File: src/rtl/capture_pkg.sv
// capture_pkg: types and constants shared by the capture FSM and the dump sequencer
package capture_pkg;
   localparam int CAP_ADDR_W = 9;
   localparam int CAP_DATA_W = 8;
   localparam int CAP_CH_W = 3;
   localparam int DEPTH = 2 ** CAP_ADDR_W;
   localparam logic [4:0] HDR_TAG = 5'b10100;
   typedef logic [CAP_ADDR_W-1:0] Address;
   typedef enum logic [2:0] {IDLE, RD, WAIT, SEND, TXW, FIN} DumpState;
endpackage

File: src/rtl/dump_addr_ctr.sv
// dump_addr_ctr: read address (loads trace_end+1, wraps naturally) and sample count with terminal flag
module dump_addr_ctr import capture_pkg::*; #(
   parameter int ADDR_W = CAP_ADDR_W
) (
   input  logic              clk,
   input  logic              rst,
   input  logic              i_load,
   input  logic              i_inc,
   input  logic [ADDR_W-1:0] i_trace_end,
   output logic [ADDR_W-1:0] o_addr,
   output logic              o_last
);
   logic [ADDR_W-1:0] r_cnt;
   always_ff @(posedge clk or posedge rst)
      if (rst) begin
         o_addr <= '0;
         r_cnt <= '0;
      end else if (i_load) begin
         o_addr <= i_trace_end + ADDR_W'(1);
         r_cnt <= '0;
      end else if (i_inc) begin
         o_addr <= o_addr + ADDR_W'(1);
         r_cnt <= r_cnt + ADDR_W'(1);
      end
   assign o_last = &r_cnt;
endmodule

File: src/rtl/dump_ctrl.sv
// dump_ctrl: streams one channel of the capture RAM, oldest to newest, to the UART.
// Optional DUMP_HDR_EN prepends a {HDR_TAG, channel} header byte.
module dump_ctrl import capture_pkg::*; #(
   parameter int ADDR_W = CAP_ADDR_W,
   parameter int DATA_W = CAP_DATA_W,
   parameter int CH_W = CAP_CH_W
) (
   input  logic              clk,
   input  logic              rst,
   input  logic              start_dump,
   input  logic [CH_W-1:0]   dump_ch,
   input  logic              capture_done,
   input  logic [ADDR_W-1:0] trace_end,
   output logic              ram_en,
   output logic [ADDR_W-1:0] ram_addr,
   output logic [CH_W-1:0]   ch_sel,
   input  logic [DATA_W-1:0] ram_rdata,
   output logic [DATA_W-1:0] tx_data,
   output logic              tx_start,
   input  logic              tx_done,
   output logic              busy,
   output logic              dump_finished,
   output logic              clr_capture_done
);
   DumpState r_state;
   logic w_accept, w_inc, w_last, w_hdr;
   assign w_accept = (r_state == IDLE) && start_dump && capture_done;
   assign w_inc = (r_state == TXW) && tx_done && !w_last && !w_hdr;
`ifdef DUMP_HDR_EN
   logic r_hdr;
   assign w_hdr = r_hdr;
   // header byte pending: its tx_done must not advance the address
   always_ff @(posedge clk or posedge rst)
      if (rst) r_hdr <= 1'b0;
      else if (w_accept) r_hdr <= 1'b1;
      else if (r_state == TXW && tx_done) r_hdr <= 1'b0;
`else
   assign w_hdr = 1'b0;
`endif
   dump_addr_ctr #(.ADDR_W(ADDR_W)) u_ctr (
      .clk(clk),
      .rst(rst),
      .i_load(w_accept),
      .i_inc(w_inc),
      .i_trace_end(trace_end),
      .o_addr(ram_addr),
      .o_last(w_last)
   );
   always_ff @(posedge clk or posedge rst)
      if (rst) begin
         r_state <= IDLE;
         ram_en <= 1'b0;
         ch_sel <= '0;
         tx_data <= '0;
         tx_start <= 1'b0;
         busy <= 1'b0;
         dump_finished <= 1'b0;
         clr_capture_done <= 1'b0;
      end else begin
         ram_en <= 1'b0;
         tx_start <= 1'b0;
         dump_finished <= 1'b0;
         clr_capture_done <= 1'b0;
         case (r_state)
            IDLE: if (w_accept) begin
               ch_sel <= dump_ch;
               busy <= 1'b1;
`ifdef DUMP_HDR_EN
               tx_data <= DATA_W'({HDR_TAG, dump_ch});
               tx_start <= 1'b1;
               r_state <= SEND;
`else
               ram_en <= 1'b1;
               r_state <= RD;
`endif
            end
            RD: r_state <= WAIT;
            WAIT: begin
               tx_data <= ram_rdata;
               tx_start <= 1'b1;
               r_state <= SEND;
            end
            SEND: r_state <= TXW;
            TXW: if (tx_done) begin
               if (w_last && !w_hdr) begin
                  dump_finished <= 1'b1;
                  clr_capture_done <= 1'b1;
                  r_state <= FIN;
               end else begin
                  ram_en <= 1'b1;
                  r_state <= RD;
               end
            end
            FIN: begin
               busy <= 1'b0;
               r_state <= IDLE;
            end
            default: r_state <= IDLE;
         endcase
      end
endmodule

File: config.mk
export PLATFORM = sky130hd
export DESIGN_NAME = dump_ctrl
export DESIGN_NICKNAME = d
export VERILOG_FILES = /design/src/rtl/capture_pkg.sv /design/src/rtl/dump_addr_ctr.sv /design/src/rtl/dump_ctrl.sv
export SDC_FILE = /design/constraint.sdc
export NUM_CORES = 1
export LEC_CHECK = 0
export CORE_MARGIN = 3
export CORE_UTILIZATION = 40
export DETAILED_ROUTE_END_ITERATION = 10
export HOLD_SLACK_MARGIN = 0.02
export MAX_ROUTING_LAYER = met4
export PLACE_DENSITY_LB_ADDON = 0.25
export SLEW_MARGIN = 40
export SYNTH_ARGS = -nofsm -noshare
export SYNTH_HDL_FRONTEND = slang
export SYNTH_SLANG_ARGS = --single-unit
export TNS_END_PERCENT = 100
File: constraint.sdc
create_clock -name clk -period 2.41 [get_ports clk]
set_clock_uncertainty 0.05 [all_clocks]
set_input_delay 0.482 -clock clk [delete_from_list [all_inputs] [get_ports clk]]
set_output_delay 0.482 -clock clk [all_outputs]
set_load 0.01 [all_outputs]
Word-level counts from Yosys, hierarchy flattened
Index checks and enable logic that the tools add are counted.
{"block": "totals", "input_bits": 25, "ff_bits": 36, "out_inout_bits": 25}
{"block": "classes", "eq_ne": 7, "n_addsub": 3, "n_reduce_logical": 12, "muxes": 18}
{"cell": "9-bit 2-to-1 mux", "count": 4}
{"cell": "9-bit by 1-bit adder with 9-bit output (second input constant)", "count": 3}
{"cell": "3-bit one-hot mux with 5 select lines", "count": 1}
{"cell": "3-bit 2-to-1 mux", "count": 3}
{"cell": "9-bit AND reduction", "count": 1}
{"cell": "1-bit 2-to-1 mux", "count": 8}
{"cell": "3-bit by 2-bit equality test with 1-bit output (second input constant)", "count": 2}
{"cell": "3-bit equality test (second input constant)", "count": 2}
{"cell": "2-bit AND reduction", "count": 3}
{"cell": "1-bit logical AND", "count": 4}
{"cell": "1-bit one-hot mux with 2 select lines", "count": 2}
{"cell": "2-bit nonzero test", "count": 2}
{"cell": "3-bit by 1-bit equality test with 1-bit output (second input constant)", "count": 1}
{"cell": "3-bit zero test", "count": 1}
{"cell": "2-bit by 1-bit != test with 1-bit output (second input constant)", "count": 1}
{"cell": "2-bit != test (second input constant)", "count": 1}
{"cell": "1-bit zero test", "count": 1}

Longest topological paths before layout
{"block": "logic_depth", "ltp_word": 5, "depth_mapped": 9}

Hierarchy
Synthesis repeated with hierarchy kept, for this count alone.
{"block": "hier_totals", "hier_cells": 163, "area_unflattened_um2": 1864.3}
{"mod": "dump_addr_ctr", "instances": 1, "seq_area_each_um2": 450.4, "area_per_inst_um2": 1106.1, "cells_per_inst": 109}
{"mod": "dump_ctrl", "instances": 1, "seq_area_each_um2": 450.4, "area_per_inst_um2": 758.2, "cells_per_inst": 54}

Least setup slack after synthesis
OpenSTA, ideal clock, no wires.
{"block": "synth_timing", "path_type": "flip-flop to flip-flop", "startpoint": "register r_state[0]", "endpoint": "register u_ctr.o_addr[8]", "setup_time_ns": 0.126, "n_path_buf": 2, "arrival_ns": 2.082, "required_time_ns": 2.234, "synth_period_minus_slack_ns": 2.258, "setup_slack_ns": 0.152, "stages_incl_launch_ff": 10, "cell_sequence": "dfrtp_1 -> buf_6 -> nor4_4 -> buf_4 -> mux2_2 -> ha_1 -> inv_1 -> nor4_1 -> xnor2_1 -> mux2i_1"}
{"block": "synth_via", "elab_chain_len": 4}
{"element": "from (decl)", "line": "dump_ctrl.sv:25", "text": "DumpState r_state;"}
{"element": "from (signal assigned)", "line": "dump_ctrl.sv:51", "text": "r_state <= IDLE;"}
{"element": "from (signal assigned)", "line": "dump_ctrl.sv:74", "text": "r_state <= RD;"}
{"element": "from (signal assigned)", "line": "dump_ctrl.sv:77", "text": "RD: r_state <= WAIT;"}
{"element": "3-bit equality test or 3-bit zero test (tied branches)", "line": "dump_ctrl.sv:28, dump_ctrl.sv:27"}
{"element": "1-bit logical AND, on equally long branches (2 in a row)", "line": "dump_ctrl.sv:28, dump_ctrl.sv:27"}
{"element": "2-bit nonzero test (no source line) or 9-bit 2-to-1 mux (tied branches)"}
{"element": "to (signal assigned)", "line": "dump_addr_ctr.sv:19", "text": "o_addr <= i_trace_end + ADDR_W'(1);"}
{"element": "to (signal assigned)", "line": "dump_addr_ctr.sv:22", "text": "o_addr <= o_addr + ADDR_W'(1);"}
{"element": "to (decl)", "line": "dump_addr_ctr.sv:10", "text": "output logic [ADDR_W-1:0] o_addr,"}
Parallel ways exist; a longest one is shown, timed or not.
A chain may end at the register's enable or synchronous reset.

Final worst setup path
{"block": "layout_timing", "startpoint": "input start_dump", "endpoint": "register u_ctr.o_addr[8]"}
{"block": "layout_via", "elab_chain_len": 3}
{"element": "from (decl)", "line": "dump_ctrl.sv:10", "text": "input logic start_dump,"}
{"element": "1-bit logical AND * (2 in a row)", "line": "dump_ctrl.sv:27", "text": "assign w_accept = (r_state == IDLE) && start_dump && capture_done;"}
{"element": "9-bit 2-to-1 mux or 2-bit nonzero test (tied branches)"}
Every way passes the cells marked *; elsewhere a longest branch is shown, timed or not.

==> out/qor.csv <==
metric,value,unit
synth-seq-area-share,48.8,%
antenna_cells,0,
grt_pass1_wl,6610,um
startpoint_type,input pin,
syn_area,0.00185,sq mm
syn_avg_cell_area,11.4,sq um
critical_path_required,2.53,ns
r2r_end,u_ctr.o_addr[8],
die_w,73.9,um
syn_inst,162,
whs,0.458,ns
cp-end-kind,register,
root_buffer,clkbuf_8,
grtUsageTotal,16.5,%
setup_viol,0,
cpLargestDelayFamily,buffers and inverters,
synth.net_count,190,
synth_cell_types,32,
core,0.00441,sq mm
stdcell_count,271,
p_per_area,1100,mW/mm^2
wl_per_cell,14.0,um
crit_chain,"clkdlybuf4s50_1, nand2_1, nor4_4, mux2_2, ha_1, buf_4, nand3_1, nor2_1, xnor2_1, mux2i_1",
clockBufferDepth,2,
holdCritPathClass,register to register,
io_pins,50,
outcome,completed,
ant_nets,0,
rr_worst_depth,8,
num-fill-cells,366,
cpMaxStageDelayCell,clkdlybuf4s50_1,
num_vias,1363,
grt_max_degree,27,
slew_violations,0,
hold_viol_final,0,
critPathBufInv,2,
vdd_ir_drop_max,0.561,mV
numCtsBuffers,5,
finalSetupTns,0,ns
regArea,901,sq um
r2r-start,r_state[0],
cts_tree,done,
cpPeakStageDelay,0.45,ns
grt_overflow,0,
drc,0,
worst_ep_arrival_time,2.41,ns
drt-pass1-iter-count,4,
rsz0062_at_grt,no,
layout.cells.most_common,clkdlybuf4s50_1,
antenna_found_initial,0,
multi_input_area,873,sq um
path_clk_slew,0.07,ns
dieArea,0.00546,sq mm
holdPathStages,1,
fmax,0.437,GHz
dp_cells,263,
relSlewSlack,65.4,%
crit_path_max_fanout,4,
synth_seq_cells,36,
area_growth,37.2,%
cts.sinks,36,
fin_crit_sh,94.9,%
r2r_slack,0.20,ns
routed_wl,3800,um
mostFrequentLayoutCells,"49 x clkdlybuf4s50_1, 36 x dfrtp_1, 19 x xnor2_1",
yosysWarnings,0,
via_per_inst,5.03,
clk_latency,0.28,ns
worstMarginPinSlew,0.518,ns
worstHoldStart,tx_data[0],
drt_iter0_drc,70,
ys.flop_type,dfrtp_1,
htreeDepth,2,
crit_type,input pin to register,
rows,24,
cap_violations,0,
die_h,73.9,um
grt_pass1_vias,1411,
whs_endpoint,tx_data[0],
dp_hpwl,2960,um
p_leak,0.988,nW
synth-edff-count,0,
layout.nets,246,
drive_gt1_share,17.4,%
gp_congestion,0.837,
async_flop_share,100,%
io_buffers,49,
start_util,41.8,%
hold_buffers,0,
min_period,2.29,ns
-- sequential cells by signal (all words and copies together) (netlist names) --
name and flops:
busy 1, clr_capture_done 1, u_ctr.r_cnt 9, tx_start 1, r_state 3, ram_en 1
tx_data 8, u_ctr.o_addr 9, ch_sel 3
-- cell type report --
cell class	instances	area share (%)
clock buffer	6	2.87
clock inverter	2	1.38
inverter	6	0.889
multi-input combinational	112	34.5
sequential	36	35.6
tap	52	2.57
timing repair buffer	57	22.2
-- logic make-up (layout without fill, tap and decap cells) --
| family | Yosys count | in the layout | share of synthesized area, % |
|---|---|---|---|
| AO/OA/AOI/OAI | 9 | 9 | 2.71 |
| XOR/XNOR | 22 | 22 | 10.4 |
| adder cells (fa/ha/maj) | 3 | 3 | 2.03 |
| buffers and inverters | 14 | 71 | 4.54 |
| flip-flops | 36 | 36 | 48.8 |
| multiplexers | 22 | 22 | 13.1 |
| AND/OR/NAND/NOR | 56 | 56 | 18.4 |
-- metrics by stage --
stage / cell area, sq um / util (%) / worst slack [ns] / total power [mW]
5_1_grt: 2530 / 57.4 / 0.00588 / 2.99
2_1_floorplan: 1850 / - / 0.152 / 1.72
6_report: 2530 / 57.4 / 0.124 / 2.80
4_1_cts: 2520 / 57.1 / 0.0711 / 2.82
3_5_place_dp: 2410 / 54.6 / -0.252 / 2.29
3_3_place_gp: 2410 / 54.6 / -0.135 / 2.25
-- worst max-delay path by stage --
stage	from	endpoint	slack (ns)	cells past startpoint
after global routing	start_dump	u_ctr.o_addr[8]	0.006	10
after detailed placement	start_dump	u_ctr.o_addr[8]	-0.25	9
after global placement	start_dump	u_ctr.o_addr[8]	-0.13	10
after CTS	start_dump	u_ctr.o_addr[8]	0.07	9
final	start_dump	u_ctr.o_addr[8]	0.12	10
after floorplan	r_state[0]	u_ctr.o_addr[8]	0.15	9
-- synth_stat cells, types with 2 or more instances --
cell	number	area, sq um
buf_4	4	30.0
mux2i_1	8	80.1
nor3_1	4	20.0
a21oi_1	3	15.0
xnor2_1	19	166
nand4_1	3	18.8
buf_6	2	22.5
o21ai_0	3	15.0
nand3_1	10	50.1
mux2_2	13	146
nand2_1	7	26.3
a31oi_1	2	12.5
dfrtp_1	36	901
nor4_4	2	42.5
nor4_1	4	25.0
nor2_1	16	60.1
inv_1	6	22.5
xor2_1	3	26.3
ha_1	3	37.5
nand3b_1	2	15.0
-- report_power, final --
part / internal [mW] / total [mW] / leakage, nW / switching [mW]
combinational: 0.720 / 1.21 / 0.483 / 0.494
clock: 0.307 / 0.519 / 0.0552 / 0.212
sequential: 0.837 / 1.06 / 0.450 / 0.227
total: 1.86 / 2.80 / 0.988 / 0.933
-- per-layer routing --
metal | share of wire (%) | global-route usage [%] | vias to the layer above
met3 | 5.4 | 4.92 | 5
met1 | 44 | 21.3 | 647
met5 | 0 | - | -
met2 | 49 | 24.3 | 38
met4 | 1.2 | 6.04 | 0
li1 | - | - | 673
-- repair_timing --
item                       CTS  global route
resized for setup            0             3
setup endpoints to repair    0             2
setup buffers                0             0
No activity file was read; power rests on OpenSTA's default activity.
==> RTL edit 1 (same flow settings) <==
Add an input register stage for `trace_end`, cleared by the reset; this delays it by one clock. The other inputs are not delayed to match.
--- a/src/rtl/dump_ctrl.sv
+++ b/src/rtl/dump_ctrl.sv
@@ -22,6 +22,17 @@
    output logic              dump_finished,
    output logic              clr_capture_done
 );
+
+   logic [ADDR_W-1:0] trace_end_q;
+
+   always_ff @(posedge clk or posedge rst) begin
+       if (rst) begin
+           trace_end_q <= '0;
+       end else begin
+           trace_end_q <= trace_end;
+       end
+   end
+
    DumpState r_state;
    logic w_accept, w_inc, w_last, w_hdr;
    assign w_accept = (r_state == IDLE) && start_dump && capture_done;
@@ -42,7 +53,7 @@
       .rst(rst),
       .i_load(w_accept),
       .i_inc(w_inc),
-      .i_trace_end(trace_end),
+      .i_trace_end(trace_end_q),
       .o_addr(ram_addr),
       .o_last(w_last)
    );
Formal check against the unedited RTL: not equivalent (a bounded check fails within 4 cycles, from zero or initial values and one cycle with rst high).
==> RTL edit 1 against the original RTL <==
  * Wire length up 11%
  * Final cell count increased by 18%
  * Clock power shrank 7.3%
  * Worst setup slack improved by 62 ps
  * Register-to-register slack better by 130 ps
  * Core utilization down 2.2 points
  * Synthesized area grew 19%
  * Design area grew 13%
  * Sequential cell count rose by 9
  * Maximum frequency grew 2.8%
  * Total power increased by 4.7%
  * Critical path type unchanged
  * Critical endpoint unchanged
  * Largest power group unchanged
==> RTL edit 1: results <==
set metrics [dict create \
    outcome "completed" \
    synth_nets 220 \
    slew_headroom_pct 62.6 \
    clkTransAtPathRegs_ps 90 \
    grtUsageMet1_pct 18.6 \
    leakage_nw 1.16 \
    post_dp_cell_area_sq_um 2770 \
    buffers_excl_clock 58 \
    via_count 1570 \
    dpl_worst_slack_ps -219 \
    wl_per_cell_um 13.3 \
    cp_slowest_stage_delay_ps 520 \
    grt_max_degree 46 \
    rrSetupSlack_ps 330 \
    met2_length_mm 2.05 \
    hpwl_mm 3.00 \
    whs_ps 431 \
    clockBufferCount 5 \
    grt_use_total_pct 14.7 \
    buffer_area_share_pct 19.4 \
    globalplace.congestion 0.764 \
    routed_wl_mm 4.24 \
    clkLatencyLatePin_ps 300 \
    n_all_inverters 9 \
    netlist_top_cells_area "dfrtp_1 51%, xnor2_1 6.0%, mux2_2 5.1%" \
    grtUsageMet2_pct 22.5 \
    drt_iter0_drc 94 \
    syn_area_per_cell_sq_um 11.4 \
]
==> RTL edit 1: power by group <==
part / switching, W / total, W / internal (W)
combinational: 0.000534 / 0.00126 / 0.000726
clock: 0.000270 / 0.000481 / 0.000211
sequential: 0.000199 / 0.00119 / 0.000990
==> RTL edit 1: critical path, delay by kind of cell <==
kind	cells	cell delay [ps]
buffers and inverters	1	520
AO/OA/AOI/OAI	2	370
multiplexers	1	370
AND/OR/NAND/NOR	4	420
adder cells (fa/ha/maj)	1	230
==> RTL edit 1: logic make-up (layout without fill, tap and decap cells) <==
logic type | Yosys count | after routing | synth area share [%]
and+or+nand+nor | 74 | 74 | 22.1
DFF | 45 | 45 | 51.4
AOI/OAI and AO/OA | 20 | 20 | 6.06
buffers and inverters | 18 | 75 | 4.40
xor gates and xnor gates | 17 | 17 | 6.80
muxes | 15 | 15 | 7.49
adders and majority gates | 3 | 3 | 1.71
==> RTL edit 2 (same settings) <==
Without the edit above. Change the package constant `CAP_CH_W` from 3 to 4.
--- a/src/rtl/capture_pkg.sv
+++ b/src/rtl/capture_pkg.sv
@@ -2,7 +2,7 @@
 package capture_pkg;
    localparam int CAP_ADDR_W = 9;
    localparam int CAP_DATA_W = 8;
-   localparam int CAP_CH_W = 3;
+   localparam int CAP_CH_W = 4;
    localparam int DEPTH = 2 ** CAP_ADDR_W;
    localparam logic [4:0] HDR_TAG = 5'b10100;
    typedef logic [CAP_ADDR_W-1:0] Address;
Ports: changed (resized ch_sel and dump_ch); port bits go from 50 to 52. The function was not compared with the original's and may differ.
==> RTL edit 2 against the original RTL <==
  * Design area is 3.5% higher
  * Total power hardly changed
  * Sequential cell count grew 1
  * Highest routed layer unchanged
  * Synthesized area grew 2.0%
  * Largest power group unchanged
  * Wire length is 1.3% higher
  * Critical path depth is 1 lower
  * Worst setup slack gained 15 ps
  * Register-to-register slack gained 120 ps
  * Via count is 2.9% higher
  * Hold slack improved by 1.4 ps
==> RTL edit 2: results <==
set metrics [dict create \
    drive_gt1_share_pct 18.3 \
    outcome "completed" \
    rrSetupSlack_ps 320 \
    routed_wl_mm 3.85 \
    antenna-diode-count 0 \
    leakage_nw 1.05 \
    worst_slew_pin_slew_ps 672 \
    cp_slowest_stage_delay_ps 450 \
    synth-compound-area-share_pct 3.39 \
    synth_nets 199 \
    io_buffer_count 51 \
    slowest_stage "clkdlybuf4s50_1" \
    crit_fanout 3 \
    top_regs "u_ctr.o_addr x9, u_ctr.r_cnt x9, tx_data x8" \
    globalplace.congestion 0.830 \
    layout.nets 257 \
    cts_made_buffers 5 \
    swShare_pct 33.1 \
    synth_adder_area_share_pct 1.99 \
    synth_flop_cell "dfrtp_1" \
    grt_pass1_wl_mm 6.61 \
    netlist_top_cells_area "dfrtp_1 49%, xnor2_1 9.3%, mux2_2 9.0%" \
    cts_buffer_depth 2 \
    synthMuxAreaShare_pct 11.6 \
    comb_power_share_pct 44.9 \
    timing.final.crit_share_pct 94.3 \
    grt_use_total_pct 16.1 \
    hold_path_class "reg2reg" \
    peakVddDrop_mv 0.667 \
    grt_pass1_vias 1414 \
    vias_per_cell 4.99 \
    postSynth.asyncResetShare_pct 100 \
    grt_max_degree 38 \
    ys_types 31 \
    drt_iter0_drc 85 \
    dpl_worst_slack_ps -197 \
    cp_top_family "buffers and inverters" \
    synth_xor_area_share_pct 10.2 \
    seq_area_frac_synth_pct 49.2 \
    hpwl_mm 2.85 \
    crit_arrival_ps 2390 \
    synth_common_cells "37 x dfrtp_1, 20 x xnor2_1, 15 x mux2_2, 15 x nor2_1, 12 x nand2_1" \
]
## RTL edit 2: path summary, 6_finish.rpt
| check | start | depth (start not counted) | endpoint |
|---|---|---|---|
| setup / recovery | capture_done | 9 | u_ctr.o_addr[2] |
| hold / removal | ch_sel[2] | 1 | ch_sel[2] |
| setup reg to reg | u_ctr.r_cnt[0] | 8 | u_ctr.o_addr[7] |
| hold reg to reg | ch_sel[2] | 1 | ch_sel[2] |
| max in group asynchronous | rst | 3 | u_ctr.r_cnt[8] |
| min in group asynchronous | rst | 3 | tx_data[0] |
## RTL edit 2: cell families after synthesis
family / count (synthesis)
AND/OR/NAND/NOR: 58
XOR/XNOR: 22
multiplexers: 20
buffers and inverters: 19
flip-flops: 37
AO/OA/AOI/OAI: 11
adder cells (fa/ha/maj): 3
## RTL edit 2: through the flow
step	total power (W)	cell area, sq um	hold slack [ps]	cells
2_1_floorplan	0.00173	1880	460	170
3_3_place_gp	0.00227	2460	439	272
3_5_place_dp	0.00229	2460	444	272
4_1_cts	0.00277	2560	463	280
5_1_grt	0.00300	2620	482	281
6_report	0.00280	2620	459	281
## RTL edit 2: what timing repair did
action / CTS / global route
gates resized for setup: 0 / 8
setup buffers: 0 / 1
endpoints found under the setup margin: 0 / 3
hold buffers: 0 / 0
## RTL edit 2: final cells by class
cell class                 instances  area (sq um)
inverter                          10          37.5
fill                             383          1820
multi-input combinational        114           900
clock buffer                       7          96.3
timing repair buffer              60           591
sequential                        37           926
tap                               52          65.1
clock inverter                     1          5.00
## RTL edit 2: metal layers
metal	vias to the layer above	routed length, um	track usage (%)
li1	691	-	-
met1	685	1740	21.2
met2	22	1940	24.8
met3	5	111	2.97
met4	0	55	5.93
met5	-	0	-
